`src/rtl/result_commit_fifo.sv`:
```
// In-order commit FIFO between the operation unit and the result consumer.
// First-word-fall-through head. Tracks commit count, sticky overflow and address-sequence errors.
module result_commit_fifo #(
  parameter int unsigned MEM_DEPTH  = 8,
  parameter int unsigned MEM_WIDTH  = 32,
  parameter int unsigned FIFO_DEPTH = 4,
  parameter int unsigned CNT_W      = 16
) (
  input  logic                                 clk_i,
  input  logic                                 rst_ni,
  input  logic                                 valid_i,
  input  logic [$clog2(MEM_DEPTH)-1:0]         addr_i,
  input  logic [MEM_WIDTH-1:0]                 data_i,
  input  logic                                 commit_ready_i,
  output logic                                 commit_valid_o,
  output logic [$clog2(MEM_DEPTH)-1:0]         commit_addr_o,
  output logic [MEM_WIDTH-1:0]                 commit_data_o,
  output logic [$clog2(FIFO_DEPTH+1)-1:0]      count_o,
  output logic                                 full_o,
  output logic                                 empty_o,
  output logic                                 overflow_o,
  output logic                                 addr_err_o,
  output logic [CNT_W-1:0]                     commits_o
);

  localparam int unsigned AW   = $clog2(MEM_DEPTH);
  localparam int unsigned AW_F = $clog2(FIFO_DEPTH);
  localparam int unsigned CW   = $clog2(FIFO_DEPTH + 1);

  logic [AW-1:0]        addr_mem [FIFO_DEPTH];
  logic [MEM_WIDTH-1:0] data_mem [FIFO_DEPTH];

  logic [AW_F-1:0]  wr_ptr_q, rd_ptr_q;
  logic [CW-1:0]    count_q;
  logic [AW-1:0]    exp_q;
  logic             overflow_q, addr_err_q;
  logic [CNT_W-1:0] commits_q;
  logic             push, pop, empty, full;

  assign empty = (count_q == '0);
  assign full  = (count_q == CW'(FIFO_DEPTH));
  assign pop   = !empty && commit_ready_i;
  // A pop in the same cycle frees a slot, so a full FIFO still accepts the push.
  assign push  = valid_i && (!full || pop);

  // Storage deliberately has no reset; only pointers and count define validity.
  always_ff @(posedge clk_i) begin
    if (push) begin
      addr_mem[wr_ptr_q] <= addr_i;
      data_mem[wr_ptr_q] <= data_i;
    end
  end

  always_ff @(posedge clk_i or negedge rst_ni) begin
    if (!rst_ni) begin
      wr_ptr_q   <= '0;
      rd_ptr_q   <= '0;
      count_q    <= '0;
      exp_q      <= '0;
      overflow_q <= 1'b0;
      addr_err_q <= 1'b0;
      commits_q  <= '0;
    end else begin
      if (push) begin
        wr_ptr_q <= wr_ptr_q + AW_F'(1);
        if (addr_i != exp_q) addr_err_q <= 1'b1;
        exp_q <= (addr_i == AW'(MEM_DEPTH - 1)) ? '0 : addr_i + AW'(1);
      end
      if (valid_i && !push) overflow_q <= 1'b1;
      if (pop) begin
        rd_ptr_q  <= rd_ptr_q + AW_F'(1);
        commits_q <= commits_q + CNT_W'(1);
      end
      if (push && !pop)      count_q <= count_q + CW'(1);
      else if (pop && !push) count_q <= count_q - CW'(1);
    end
  end

  always_comb begin
    commit_valid_o = !empty;
    commit_addr_o  = '0;
    commit_data_o  = '0;
    if (!empty) begin
      commit_addr_o = addr_mem[rd_ptr_q];
      commit_data_o = data_mem[rd_ptr_q];
    end
  end

  assign count_o    = count_q;
  assign full_o     = full;
  assign empty_o    = empty;
  assign overflow_o = overflow_q;
  assign addr_err_o = addr_err_q;
  assign commits_o  = commits_q;

endmodule

```
`config.mk`:
```
export PLATFORM = sky130hd
export DESIGN_NAME = result_commit_fifo
export DESIGN_NICKNAME = d
export VERILOG_FILES = /design/src/rtl/result_commit_fifo.sv
export SDC_FILE = /design/constraint.sdc
export NUM_CORES = 1
export LEC_CHECK = 0
export CORE_ASPECT_RATIO = 0.9
export CORE_MARGIN = 5
export CORE_UTILIZATION = 54
export DETAILED_ROUTE_END_ITERATION = 8
export PLACE_DENSITY_LB_ADDON = 0.1
export SYNTH_ARGS = -nofsm -noshare
export SYNTH_HDL_FRONTEND = slang
export SYNTH_SLANG_ARGS = --single-unit
```
`constraint.sdc`:
```
create_clock -name clk_i -period 3 [get_ports clk_i]
set_clock_uncertainty 0.1 [all_clocks]
set_input_delay 0.6 -clock clk_i [delete_from_list [all_inputs] [get_ports clk_i]]
set_output_delay 0.6 -clock clk_i [all_outputs]
set_load 0.01 [all_outputs]
```
# Word-level counts from Yosys, hierarchy flattened
# Memories as Yosys holds them, arrays and structs flattened.
# Index checks and enable logic that the tools add are counted.
# Widths: inputs -> output; s select.
# word_totals
regBits	28
latch_bits	0
mem_bits_rw	140
romBits	0
in_bits	39
elab_cells	38
mem_count	2
# classes
n_addsub	6
multipliers	0
n_div	0
order_cmp	0
n_eq_ne	3
shift	0
muxes	7
bitwise_logic	0
reduce_logical	13
# mem_list
memory	words	width	read_ports	rd_ports_with_merged_regs	wr	line_no	source
data_mem	4	32	1	0	1	31	logic [MEM_WIDTH-1:0] data_mem [FIFO_DEPTH];
addr_mem	4	3	1	0	1	30	logic [AW-1:0] addr_mem [FIFO_DEPTH];
# ops
cell	count
$mux 32	1
$add 16x1->16 const B	1
$mux 3	4
$add 3x1->3 const B	2
$eq 3x3->1 const B	2
$logic_and 1x1->1	5
$add 2x1->2 const B	2
$logic_not 1->1	4
$logic_not 3->1	1
$ne 3x3->1	1
$sub 3x1->3 const B	1
$mux 1	2
$reduce_and 2->1	1
$reduce_bool 2->1	1
$logic_or 1x1->1	1

# Depth between registers and ports, before layout
# Gate-level depths: netlist of the first run.
# logic_depth
depth_word	9
ltp_mapped	10
depth_no_buf	9

# Worst setup path before layout of the first run
# OpenSTA, ideal clock, no wires.
# synth_path
kind	input to register
startpoint	in commit_ready_i
endpoint	mem addr_mem[0][0] (netlist name), enable pin
setup_ns	0.395
t_arrival_ns	2.093
slack_ns	0.412
stages	5
cell_sequence	nor4b_1 > nand2b_1 > inv_1 > clkbuf_1 > and2_1
# synth_between
elab_chain_len	5
# synth_rtl
element	line_no	source
start: declaration	14	input logic commit_ready_i,
$logic_and 1x1->1	42	assign pop = !empty && commit_ready_i;
$logic_or 1x1->1	44	assign push = valid_i && (!full || pop);
$logic_and 1x1->1	44	
named net push	38	logic push, pop, empty, full;
$mux 1	48	if (push) begin
$mux 1 (implied by the code)	49	addr_mem[wr_ptr_q] <= addr_i;
end: declaration	30	
# The timed path passes the listed nets, and every way through them passes these cells.

# Worst setup path after layout of the first run
# layout_path
startpoint	reg rd_ptr_q[0]
endpoint	out commit_data_o[12]
# layout_between
elab_chain_len	2
# layout_rtl
element	line_no	source
start: declaration	33	logic [AW_F-1:0] wr_ptr_q, rd_ptr_q;
start signal: assignment	71	rd_ptr_q <= rd_ptr_q + AW_F'(1);
$mem_v2 4x32	--	
$mux 32	83	if (!empty) begin
end: declaration	17	output logic [MEM_WIDTH-1:0] commit_data_o,
# Every way passes these cells.

==> results.ini, run 1 <==
[pwr]
p_clk_frac = 0.231
power_mw = 8.20
p_sw_mw = 2.31
p_per_area_nw_per_um2 = 962
p_leak_nw = 3.19
p_sw_frac = 0.281
power_frac_comb = 0.370
p_int_mw = 5.89
seqPwrFrac = 0.399
ir_drop_mv = 0.516

[place]
gp_congestion = 0.725
place_area_um2 = 7900
port_buffers = 97
dp_hpwl_mm = 7.61
dp.cells = 599
preCtsSetupSlack_ns = 0.137

[die]
start_util = 0.551
die_w_um = 127
pin_count = 98
die_h_um = 115
row_count = 38
die_area_um2 = 14600
core_um2 = 12100

[routing]
avgViaCountPerCell = 5.28
wl_mm = 12.2
drt_iter0_markers = 295
drtPass1Iterations = 4
ant_nets = 0
wire_per_inst_um = 19.2
via_count = 3341
route.detailed.drc = 0

[sta]
finalCriticalPeriod_ns = 2.95
drv_slew = 0
slew_headroom = 0.718
final.setup.worst_slack_ns = 0.0528
hold_viol_final = 0
setup_viol = 0
finalSetupTns_ns = 0
tightest_slew_ns = 0.423
whs_ns = 0.352
rsz0062_at_grt = yes
max_freq_mhz = 339
min_period_over_period = 0.982

[cells_and_area]
fin_area_um2 = 8520
layout_commonest_cell = edfxtp_1
layout.cells.non_filler = 633
fin_util = 0.705
n_fill_cell = 778
drive_above_1_share = 0.171
final_nets = 510
antenna_cells = 0
mostFrequentLayoutCells = edfxtp_1, clkdlybuf4s50_1, mux4_2, and2_1, dfrtp_1
area_delta_synth_final_pct = 28.0

[worst_setup_path]
ff2ff_path_depth = 9
worstPathArrival_ns = 2.25
crit_chain = clkbuf_16 -> mux4_2 -> and2_1 -> clkdlybuf4s50_1
cp_data_required_time_ns = 2.30
cp-start-kind = flop
critical-path-slowest-cell = mux4_2
path_class = flop to output pin
slowest_delay_ns = 0.50
reg2reg_slack_ns = 0.41
r2r-end = count_o[2]$_DFFE_PN0P_
crit_path_end_kind = output pin
reg2reg_from = count_o[1]$_DFFE_PN0P_
cp_max_fo = 12

[cts]
clock_latency_ns = 0.41
cts.sinks = 168
path_clk_slew_ns = 0.06
htreeDepth = 4
numCtsBuffers = 17
clock-root-buffer = clkbuf_16
cts_buffer_depth = 2
cts_tree = done

[global_routing]
grt_pass1_wl_mm = 18.7
track_usage = 0.173
grt_max_degree = 41
grt_pass1_vias = 3484
grt_remaining_overflow = 0
antenna_found_initial = 0

[worst_hold_path]
hold_path_end = addr_err_o$_DFFE_PN0P_
hold_class = flop to flop
hp-start = addr_err_o$_DFFE_PN0P_
min_delay_path_depth = 1

[status]
status = finished clean

[synthesis]
netlist_area_um2 = 6650
synth_seq_cells = 168
yosys_warnings = 0
synth.yosys.seq_area_share = 0.737
syn_avg_cell_area_um2 = 19.3
synth_cells = 345
synth_cell_types = 33
syn-num-nets = 393

[run]
cap_violations = 0

==> registers in the layout (all words and copies together) (netlist names) <==
signal and flops:
addr_mem 12, exp_q 3, wr_ptr_q 2, overflow_o 1, commits_o 16, rd_ptr_q 2, count_o 3, data_mem 128
addr_err_o 1
==> logic make-up (layout without fill, tap and decap cells) <==
kind of cell	Yosys count	in the layout	synth area share
fa+ha+maj	9	9	0.0181
buf+inv	20	148	0.0156
mux	36	36	0.120
xor+xnor	24	24	0.0316
simple gates	84	84	0.0732
flops	168	168	0.737
compound gates	4	4	0.00414
==> metal layers <==
layer	routed length, um	track usage
met5	0	0
met4	141	0.0586
met1	5370	0.228
met2	6030	0.280
met3	630	0.0511
==> timing repair <==
action / in CTS / in global routing
setup endpoints to repair: 18 / 19
buffers inserted: 0 / 3
cloned: 0 / 1
pin swaps: 0 / 0
hold buffers: 0 / 0
gates resized for setup: 2 / 23
==> worst max-delay path: cells and delay by family (launching register included) <==
kind / cells / cell delay (ns)
buffers and inverters: 2 / 0.70
multiplexers: 1 / 0.50
flip-flops: 1 / 0.47
AND/OR/NAND/NOR: 1 / 0.16
==> worst max path at each step <==
stage / from / end / slack, ns / cells past startpoint
floorplan: commit_ready_i / addr_mem[0][0]$_DFFE_PP_ / 0.41 / 5
global placement: commit_ready_i / count_o[1]$_DFFE_PN0P_ / 0.20 / 8
detailed placement: commit_ready_i / count_o[1]$_DFFE_PN0P_ / 0.14 / 8
CTS: rd_ptr_q[0]$_DFFE_PN0P_ / commit_data_o[30] / 0.005 / 4
global route: rd_ptr_q[0]$_DFFE_PN0P_ / commit_addr_o[0] / -0.009 / 4
finish: rd_ptr_q[0]$_DFFE_PN0P_ / commit_data_o[12] / 0.05 / 4
==> layout make-up <==
type	instances	area (um2)	area share
sequential	168	4910	0.576
multi-input combinational	157	1650	0.194
timing repair buffer	112	1230	0.144
clock buffer	23	448	0.0526
tap	160	200	0.0235
clock inverter	7	55.1	0.00646
inverter	6	27.5	0.00323
==> cell usage after synthesis <==
library cell  count  area (um2)
and4_1            1        8.76
nor2_1            4        15.0
buf_6             1        11.3
nand4_1           6        37.5
mux4_2           35         788
o31ai_1           1        7.51
and2_1           39         244
xor2_1            9        78.8
nor4_1            1        6.26
edfxtp_1        140        4200
inv_6             1        8.76
a21o_1            2        15.0
buf_4             3        22.5
buf_2             4        20.0
or3_4             1        11.3
nor4_4            1        21.3
nor4b_1           1        8.76
dfrtp_1          28         701
nor3b_1           1        7.51
clkbuf_1          5        18.8
nand3_1           3        15.0
nand2b_1          1        6.26
inv_1             5        18.8
xnor2_1          15         131
and3_1            1        6.26
o21ai_0           1        5.00
and2_4            1        8.76
ha_1              8         100
nand2_1          20        75.1
buf_1             1        3.75
nor3_1            3        15.0
mux2_2            1        11.3
fa_1              1        20.0
==> power groups by stage <==
stage	sequential [mW]	combinational (mW)	clock [mW]
after floorplan	3.27	1.66	0
after global placement	3.31	3.01	0
after detailed placement	3.34	3.04	0
after CTS	3.30	3.07	1.93
after global routing	3.32	3.27	2.03
final	3.27	3.03	1.89
Power figures use the tool's default switching activity.
==> inputs of run 2 (changes only) <==
- CORE_UTILIZATION: 54 -> 56
- CTS_BUF_LIST: not set -> sky130_fd_sc_hd__clkbuf_4
- GPL_TIMING_DRIVEN: not set -> 0
==> results.ini, run 2 (synthesized netlist as in run 1, its figures left out) <==
[cells_and_area]
layout.cells.non_filler = 645  ; +1.9%
final_nets = 524  ; +2.7%
regMostFlops = data_mem
fin_util = 0.732  ; +0.0267
n_fill_cell = 701  ; -9.9%
drive_above_1_share = 0.215  ; +0.0435
largest_reg_flops = 128  ; unchanged
area_delta_synth_final_pct = 26.8
mostFrequentLayoutCells = edfxtp_1, clkdlybuf4s50_1, mux4_2, and2_1, dfrtp_1
layout_commonest_cell = edfxtp_1
antenna_cells = 0  ; unchanged

[cts]
numCtsBuffers = 17  ; unchanged
htreeDepth = 4  ; unchanged
path_clk_slew_ns = 0.12  ; +0.06 ns
clock_latency_ns = 0.55  ; +0.14 ns
cts_buffer_depth = 2  ; unchanged
cts.sinks = 168  ; unchanged
cts_tree = done
clock-root-buffer = clkbuf_4

[worst_hold_path]
hold_class = flop to flop
min_delay_path_depth = 1  ; unchanged
hold_path_end = addr_err_o$_DFFE_PN0P_
hp-start = addr_err_o$_DFFE_PN0P_

[global_routing]
antenna_found_initial = 0  ; unchanged
grt_pass1_wl_mm = 19.8  ; +5.9%
grt_remaining_overflow = 0  ; unchanged
track_usage = 0.185  ; +0.0119
grt_pass1_vias = 3731  ; +7.1%
grt_max_degree = 30  ; -27%

[die]
die_h_um = 113  ; -1.6%
pin_count = 98  ; unchanged
row_count = 37  ; -2.6%
core_um2 = 11500  ; -4.5%
die_area_um2 = 14200  ; -3.3%
start_util = 0.577  ; +0.0262
die_w_um = 125  ; -1.7%

[routing]
wl_mm = 12.4  ; +2.2%
avgViaCountPerCell = 5.38  ; +2.0%
drtPass1Iterations = 4  ; unchanged
route.detailed.drc = 0  ; unchanged
via_count = 3473  ; +4.0%
drt_iter0_markers = 229  ; -22%
wire_per_inst_um = 19.3  ; +0.31%
ant_nets = 0  ; unchanged

[sta]
whs_ns = 0.376  ; +0.0248 ns
hold_viol_final = 0  ; unchanged
slew_headroom = 0.591  ; -0.127
max_freq_mhz = 344  ; +1.5%
finalCriticalPeriod_ns = 2.90  ; -0.0426 ns
setup_viol = 0  ; unchanged
drv_slew = 0  ; unchanged
tightest_slew_ns = 0.613  ; +0.190 ns
final.setup.worst_slack_ns = 0.0953  ; +0.0426 ns
min_period_over_period = 0.968  ; -0.0142

[worst_setup_path]
cp_max_fo = 5  ; -7
ff2ff_path_depth = 9  ; unchanged
reg2reg_from = count_o[1]$_DFFE_PN0P_
cp-start-kind = flop
crit_path_end_kind = output pin
reg2reg_slack_ns = 0.31  ; -0.10 ns
path_class = flop to output pin
cp_data_required_time_ns = 2.30  ; about the same
worstPathArrival_ns = 2.20  ; -0.05 ns
r2r-end = count_o[1]$_DFFE_PN0P_

[place]
preCtsSetupSlack_ns = -0.321  ; -0.459 ns
dp.cells = 602  ; +0.50%
gp_congestion = 0.764  ; +5.5%
dp_hpwl_mm = 8.03  ; +5.6%
port_buffers = 97  ; unchanged

[run]
cap_violations = 0  ; unchanged

[pwr]
p_leak_nw = 3.04  ; -4.7%
ir_drop_mv = 0.565  ; +9.4%
p_per_area_nw_per_um2 = 927  ; -3.6%
power_mw = 7.83  ; -4.5%

[status]
status = finished clean

==> run 2: cell types whose count changed in the layout (fill, tap and decap cells not counted), moves of 5 or more <==
| cell | change |
|---|---|
| clkbuf_16 | -15 |
| clkbuf_4 | +20 |
| dlymetal6s2s_1 | -20 |
| dlygate4sd2_1 | +19 |
| clkbuf_1 | -5 |
| clkdlybuf4s50_1 | -15 |
| clkdlybuf4s15_1 | +15 |
==> run 2: layer usage <==
metal	global-route usage	routed length (um)	vias up
li1	-	-	1594
met1	0.234	5000	1769
met2	0.316	6590	104
met3	0.0566	769	6
met4	0.0499	73	0
met5	0	0	-
==> run 2: cell type report <==
type | count | area, um2 | share of cell area
Multi-Input combinational cell | 157 | 1660 | 0.196
Tap cell | 156 | 195 | 0.0231
Clock buffer | 19 | 143 | 0.0169
Timing Repair Buffer | 112 | 1170 | 0.139
Buffer | 14 | 156 | 0.0185
Sequential cell | 168 | 4910 | 0.582
Inverter | 6 | 27.5 | 0.00326
Clock inverter | 13 | 178 | 0.0211
==> run 2: how the worst max path moves through the flow <==
stage                                 start                        end  slack, ns  depth (start not counted)
floorplan                    commit_ready_i   addr_mem[0][0]$_DFFE_PP_       0.41                          5
global placement             commit_ready_i  data_mem[0][23]$_DFFE_PP_      -1.02                          6
detailed placement           commit_ready_i     count_o[1]$_DFFE_PN0P_      -0.32                          9
CTS                 rd_ptr_q[0]$_DFFE_PN0P_          commit_data_o[31]       0.02                          4
global route        rd_ptr_q[0]$_DFFE_PN0P_           commit_data_o[7]      -0.02                          5
finish              rd_ptr_q[0]$_DFFE_PN0P_          commit_data_o[29]        0.1                          5
==> run 2: critical path, stage by stage, from the launching register on <==
cell and delay, ns:
dfrtp_2 0.43, clkbuf_16 0.16, clkbuf_16 0.14, mux4_2 0.47, and2_1 0.16, dlygate4sd2_1 0.29
==> run 2: per-stage QoR <==
stage	instance area (um2)	setup TNS [ns]
after floorplan	6650	0
after global placement	7820	-125.79
after detailed placement	7900	-6.12
after CTS	8320	0
after global routing	8440	-0.0314
final	8440	0
==> run 2: what timing repair did <==
item | in CTS | in global routing
hold endpoints to repair | 0 | 28
setup endpoints to repair | 37 | 22
buffers inserted | 6 | 1
cloned | 0 | 3
gates resized for setup | 60 | 24
hold buffers | 0 | 1
==> run 2: where the power goes <==
group          internal (mW)  switching (mW)  total, mW
Clock                  0.675           0.741       1.42
Sequential              3.04           0.178       3.22
Combinational           1.77            1.42       3.19
Total                   5.49            2.34       7.83
==> inputs of run 3 (changes only) <==
- CORE_MARGIN: 5 -> not set
- GPL_TIMING_DRIVEN: 0 -> 1
==> results.ini, run 3 (synthesized netlist as in run 1, its figures left out) <==
[status]
status = finished, violations left
violations = negative setup slack

[cells_and_area]
antenna_cells = 0  ; unchanged
largest_reg_flops = 128  ; unchanged
layout_commonest_cell = edfxtp_1
n_fill_cell = 764  ; +9.0%
fin_area_um2 = 8200  ; -2.8%
regMostFlops = data_mem
area_delta_synth_final_pct = 23.3
drive_above_1_share = 0.186  ; -0.0292
mostFrequentLayoutCells = edfxtp_1, clkdlybuf4s50_1, mux4_2, and2_1, dfrtp_1
final_nets = 504  ; -3.8%

[worst_setup_path]
slowest_delay_ns = 0.53  ; +0.06 ns
reg2reg_slack_ns = 0.43  ; +0.12 ns
crit_chain = buf_8 -> mux4_2 -> and2_1 -> clkdlybuf4s50_1
ff2ff_path_depth = 9  ; unchanged
cp_max_fo = 8  ; +3
path_class = flop to output pin
cp-start-kind = flop
r2r-end = count_o[2]$_DFFE_PN0P_
critical-path-slowest-cell = mux4_2
cpLargestDelayFamily = buffers and inverters
reg2reg_from = count_o[1]$_DFFE_PN0P_
worstPathArrival_ns = 2.35  ; +0.15 ns
cp.depth = 4  ; -1
critPathBufInv = 2  ; -1
crit_path_end_kind = output pin
cp_data_required_time_ns = 2.30  ; about the same
critical_path.startpoint = rd_ptr_q[0]$_DFFE_PN0P_
crit_path_end = commit_addr_o[0]

[sta]
slew_headroom = 0.352  ; -0.239
hold_viol_final = 0  ; unchanged
max_freq_mhz = 328  ; -4.7%
final.setup.worst_slack_ns = -0.0471  ; -0.142 ns
drv_slew = 0  ; unchanged
finalCriticalPeriod_ns = 3.05  ; +0.142 ns
min_period_over_period = 1.02  ; +0.0475
setup_viol = 5  ; +5
tightest_slew_ns = 0.972  ; +0.359 ns
rsz0062_at_grt = yes

[global_routing]
grt_pass1_vias = 3458  ; -7.3%
grt_max_degree = 36  ; +20%
antenna_found_initial = 0  ; unchanged
grt_remaining_overflow = 0  ; unchanged
grt_pass1_wl_mm = 18.8  ; -5.1%
track_usage = 0.220  ; +0.0357

[routing]
drt_iter0_markers = 161  ; -30%
wl_mm = 12.3  ; -1.4%
route.detailed.drc = 0  ; unchanged
avgViaCountPerCell = 5.48  ; +1.7%
via_count = 3424  ; -1.4%
wire_per_inst_um = 19.6  ; +1.8%
ant_nets = 0  ; unchanged
drtPass1Iterations = 4  ; unchanged

[worst_hold_path]
hold_class = primary input to async pin

[cts]
holdBufCountCts = 0  ; unchanged
htreeDepth = 4  ; unchanged
clock-root-buffer = clkbuf_4
path_clk_slew_ns = 0.13  ; about the same
numCtsBuffers = 17  ; unchanged
cts.sinks = 168  ; unchanged
post_cts_buffers = 0  ; -6
clock_latency_ns = 0.54  ; about the same
cts_tree = done
cts_buffer_depth = 2  ; unchanged

[die]
core_um2 = 11500  ; -0.40%
die_h_um = 105  ; -7.1%
row_count = 37  ; unchanged
die_w_um = 117  ; -6.4%
pin_count = 98  ; unchanged
start_util = 0.579  ; +0.00233
die_area_um2 = 12300  ; -13%

[place]
port_buffers = 97  ; unchanged
preCtsSetupSlack_ns = 0.0947  ; +0.416 ns
gp_congestion = 0.786  ; +2.8%
place_area_um2 = 7830  ; -0.97%
dp_hpwl_mm = 7.18  ; -11%

[pwr]
power_mw = 7.57  ; -3.3%
p_leak_nw = 3.00  ; -1.4%
ir_drop_mv = 0.695  ; +23%
p_per_area_nw_per_um2 = 923  ; -0.47%

[run]
cap_violations = 0  ; unchanged

run 3: changes by cell type in the layout (fill, tap and decap cells not counted), moves of 3 or more:
cell             previous run  this run
dlymetal6s2s_1              1        12
buf_12                      9         3
dlygate4sd2_1              19        15
clkdlybuf4s50_1            61        68
buf_4                      11         3
clkdlybuf4s15_1            15         2
clkbuf_16                   3         0
run 3: worst min path at each step:
stage	startpoint	end	slack, ns	depth (start not counted)
3_5_place_dp	addr_err_o$_DFFE_PN0P_	addr_err_o$_DFFE_PN0P_	0.35	1
5_1_grt	rst_ni	commits_o[10]$_DFFE_PN0P_	0.29	2
2_1_floorplan	rst_ni	addr_err_o$_DFFE_PN0P_	0.20	0
6_report	rst_ni	commits_o[12]$_DFFE_PN0P_	0.31	2
4_1_cts	rst_ni	commits_o[14]$_DFFE_PN0P_	0.28	2
3_3_place_gp	addr_err_o$_DFFE_PN0P_	addr_err_o$_DFFE_PN0P_	0.35	1
run 3: per-stage QoR:
step / TNS, ns / util / cells / hold WS [ns]
2_1_floorplan: 0 / - / 345 / 0.204
3_3_place_gp: 0 / 0.682 / 591 / 0.346
3_5_place_dp: 0 / 0.682 / 591 / 0.348
4_1_cts: -1.75 / 0.711 / 625 / 0.278
5_1_grt: -0.907 / 0.714 / 625 / 0.292
6_report: -0.137 / 0.714 / 625 / 0.312
run 3: power by group:
part	switching [mW]	leakage, nW	internal, mW	total (mW)
clock	0.745	0.169	0.663	1.41
sequential	0.264	1.63	3.05	3.32
combinational	1.29	1.20	1.56	2.85
run 3: cell type report:
class	count	area [um2]	share of cell area
Tap cell	156	195	0.0238
Multi-Input combinational cell	159	1670	0.204
Clock inverter	14	180	0.0220
Inverter	6	27.5	0.00336
Clock buffer	18	135	0.0165
Timing Repair Buffer	104	1080	0.132
Sequential cell	168	4910	0.599
run 3: metal layers:
layer,routed length (um),vias to the layer above,GRT usage
li1,-,1555,-
met1,5500,1759,0.309
met2,6050,98,0.339
met3,567,12,0.0454
met4,152,0,0.0976
met5,0,-,0
run 3: what timing repair did:
item	4_1_cts	5_1_grt
endpoints found under the hold margin	0	0
pin swaps	1	0
gates cloned	2	0
resized for setup	25	16
setup endpoints to repair	36	20
==> variant, RTL diff (config.mk and constraints of run 3) <==
`MEM_DEPTH`: 8 -> 4.
--- a/src/rtl/result_commit_fifo.sv
+++ b/src/rtl/result_commit_fifo.sv
@@ -3,3 +3,3 @@
 module result_commit_fifo #(
-  parameter int unsigned MEM_DEPTH  = 8,
+  parameter int unsigned MEM_DEPTH  = 4,
   parameter int unsigned MEM_WIDTH  = 32,
Ports: changed (resized addr_i and commit_addr_o); port bits go from 98 to 96. The function was not compared with the original's and may differ.
==> variant against run 3 <==
  * Setup slack gained 110 ps
  * Die area shrank 3.2%
  * Design area shrank 1.3%
  * Sequential power shrank 4%
  * Non-clock buffer count grew 20
  * Power shrank 2.5%
  * Combinational power grew 7%
  * Area after synthesis shrank 3.2%
  * Wire length shrank 5.5%
  * Sequential cell count shrank 5
==> variant: results (changes against run 3) <==
[metrics] FF-to-FF path depth: 5 (was 9)
[metrics] total track usage: 20.8% (was 22.0%)
[metrics] P_leak: 2.92 nW (was 3.00 nW)
[metrics] vias in the first global route: 3408 (was 3458)
[metrics] dominant cells by area after synthesis: sky130_fd_sc_hd__edfxtp_1, sky130_fd_sc_hd__mux4_2, sky130_fd_sc_hd__dfrtp_1 (unchanged)
[metrics] maximum fanout along the worst path: 6 (was 8)
[metrics] via count normalized by instance count: 5.39 (was 5.48)
[metrics] share of flip-flops with an asynchronous set or reset after synthesis: 16.6% (was 16.7%)
[metrics] count of flip-flops with a built-in enable after synthesis: 136 (was 140)
[metrics] synth cell count leaders: sky130_fd_sc_hd__edfxtp_1, sky130_fd_sc_hd__mux4_2, sky130_fd_sc_hd__nor2b_1, sky130_fd_sc_hd__dfrtp_1, sky130_fd_sc_hd__xnor2_1 (was sky130_fd_sc_hd__edfxtp_1, sky130_fd_sc_hd__and2_1, sky130_fd_sc_hd__mux4_2, sky130_fd_sc_hd__dfrtp_1, sky130_fd_sc_hd__nand2_1)
[metrics] net count after synthesis: 371 (was 393)
[metrics] number of I/O port buffers: 95 (was 97)
[metrics] CP arrival: 2240 ps (was 2350 ps)
[metrics] HPWL Detailed: 6.63 mm (was 7.18 mm)
[metrics] final net count: 503 (was 504)
[metrics] reg2reg end: data_mem[1][12] (was count_o[2])
[metrics] setup slack, reg-to-reg: 600 ps (was 430 ps)
[metrics] mean post-synth cell area: 19.8 sq um (was 19.3 sq um)
[metrics] number of levels in the clock H-tree: 4 (unchanged)
[metrics] worst slew pin tran: 920 ps (was 972 ps)
[metrics] maximum vdd ir drop: 0.000609 V (was 0.000695 V)
[metrics] sum of routed wire length over all layers: 11.6 mm (was 12.3 mm)
[metrics] proportion of synthesized chip area in sequential cells: 73.9% (was 73.7%)
[metrics] Iter 0 DRT Violations: 289 (was 161)
[metrics] number of core rows: 36 (was 37)
[metrics] CTS clk-pin slew, worst paths: 160 ps (was 130 ps)
[metrics] net switching share of the total power: 32.1% (was 30.3%)
[metrics] Largest stage delay, worst path: 490 ps (was 530 ps)
[metrics] cell total after placement: 568 (was 591)
[metrics] gp weighted congestion: 0.767 (was 0.786)
[metrics] result of the run: complete, no violations (was complete, but fails checks)
[metrics] detailed-route wire length per cell: 18.7 microns (was 19.6 microns)
[metrics] share of cells above drive strength 1: 24.0% (was 18.6%)
[metrics] largest net degree at the start of global routing: 35 (was 36)
[variant: worst reg2reg max path, delay by kind of cell, from the launching register on]
| kind | cells | cell delay [ps] |
|---|---|---|
| buffers and inverters | 2 | 320 |
| and+or+nand+nor | 3 | 1130 |
| DFF | 1 | 470 |
[variant: how the worst max path moves through the flow]
stage	endpoint	cells past startpoint	start
6_report	commit_addr_o[1]	5	rd_ptr_q[0]
5_1_grt	commit_addr_o[1]	5	rd_ptr_q[0]
4_1_cts	commit_data_o[0]	4	rd_ptr_q[0]
3_5_place_dp	count_o[1]	8	commit_ready_i
3_3_place_gp	count_o[1]	8	commit_ready_i
2_1_floorplan	addr_mem[0][0]	4	commit_ready_i
[variant: timing repair]
action	CTS	global route
endpoints found under the setup margin	34	15
gates resized for setup	37	6
hold buffers	0	0
cloned	1	2
pin swaps	1	0
setup buffers	11	8
[variant: final cells by class]
cell class                      instances  area (sq um)
Tap cell                              152           190
Multi-Input combinational cell        145          1590
Fill cell                             710          2900
Clock inverter                         15           124
Timing Repair Buffer                  124          1260
Clock buffer                           17           128
Inverter                                6          27.5
Sequential cell                       163          4770
[variant: per-stage QoR]
step | power, mW | worst slack, ps | hold slack, ps | util, % | cell area, sq um
after global routing | 7.77 | -34.8 | 369 | 73.6 | 8090
final | 7.38 | 59.7 | 361 | 73.6 | 8090
after detailed placement | 6.22 | 136 | 346 | 69.5 | 7640
after floorplan | 4.82 | 666 | 204 | - | 6440
after CTS | 7.28 | -110 | 344 | 72.5 | 7970
after global placement | 6.17 | 178 | 342 | 69.5 | 7640
[variant: metal layers]
metal | part of all wire, % | up-vias | wire length (microns) | track usage, %
met4 | 0.91 | 0 | 105 | 5.57
met2 | 48 | 92 | 5560 | 32.2
met1 | 46 | 1726 | 5310 | 29.2
met3 | 5.4 | 12 | 625 | 6.14
met5 | 0 | - | 0 | 0
li1 | - | 1523 | - | -
[variant: power by group through the flow]
stage          clock [mW]  sequential, mW  combinational [mW]
2_1_floorplan           0            3.19                1.63
5_1_grt              1.28            3.22                3.27
4_1_cts              1.18            3.20                2.91
3_3_place_gp            0            3.25                2.92
3_5_place_dp            0            3.28                2.94
6_report             1.16            3.18                3.04
[variant: kinds of logic (layout without fill, tap and decap cells)]
family	after synthesis	in the layout	synth area share (%)
AO/OA/AOI/OAI	4	4	0.428
buffers and inverters	17	162	1.50
XOR/XNOR	23	23	3.13
multiplexers	35	35	12.1
AND/OR/NAND/NOR	75	75	7.27
adder cells (fa/ha/maj)	8	8	1.67
flip-flops	163	163	73.9
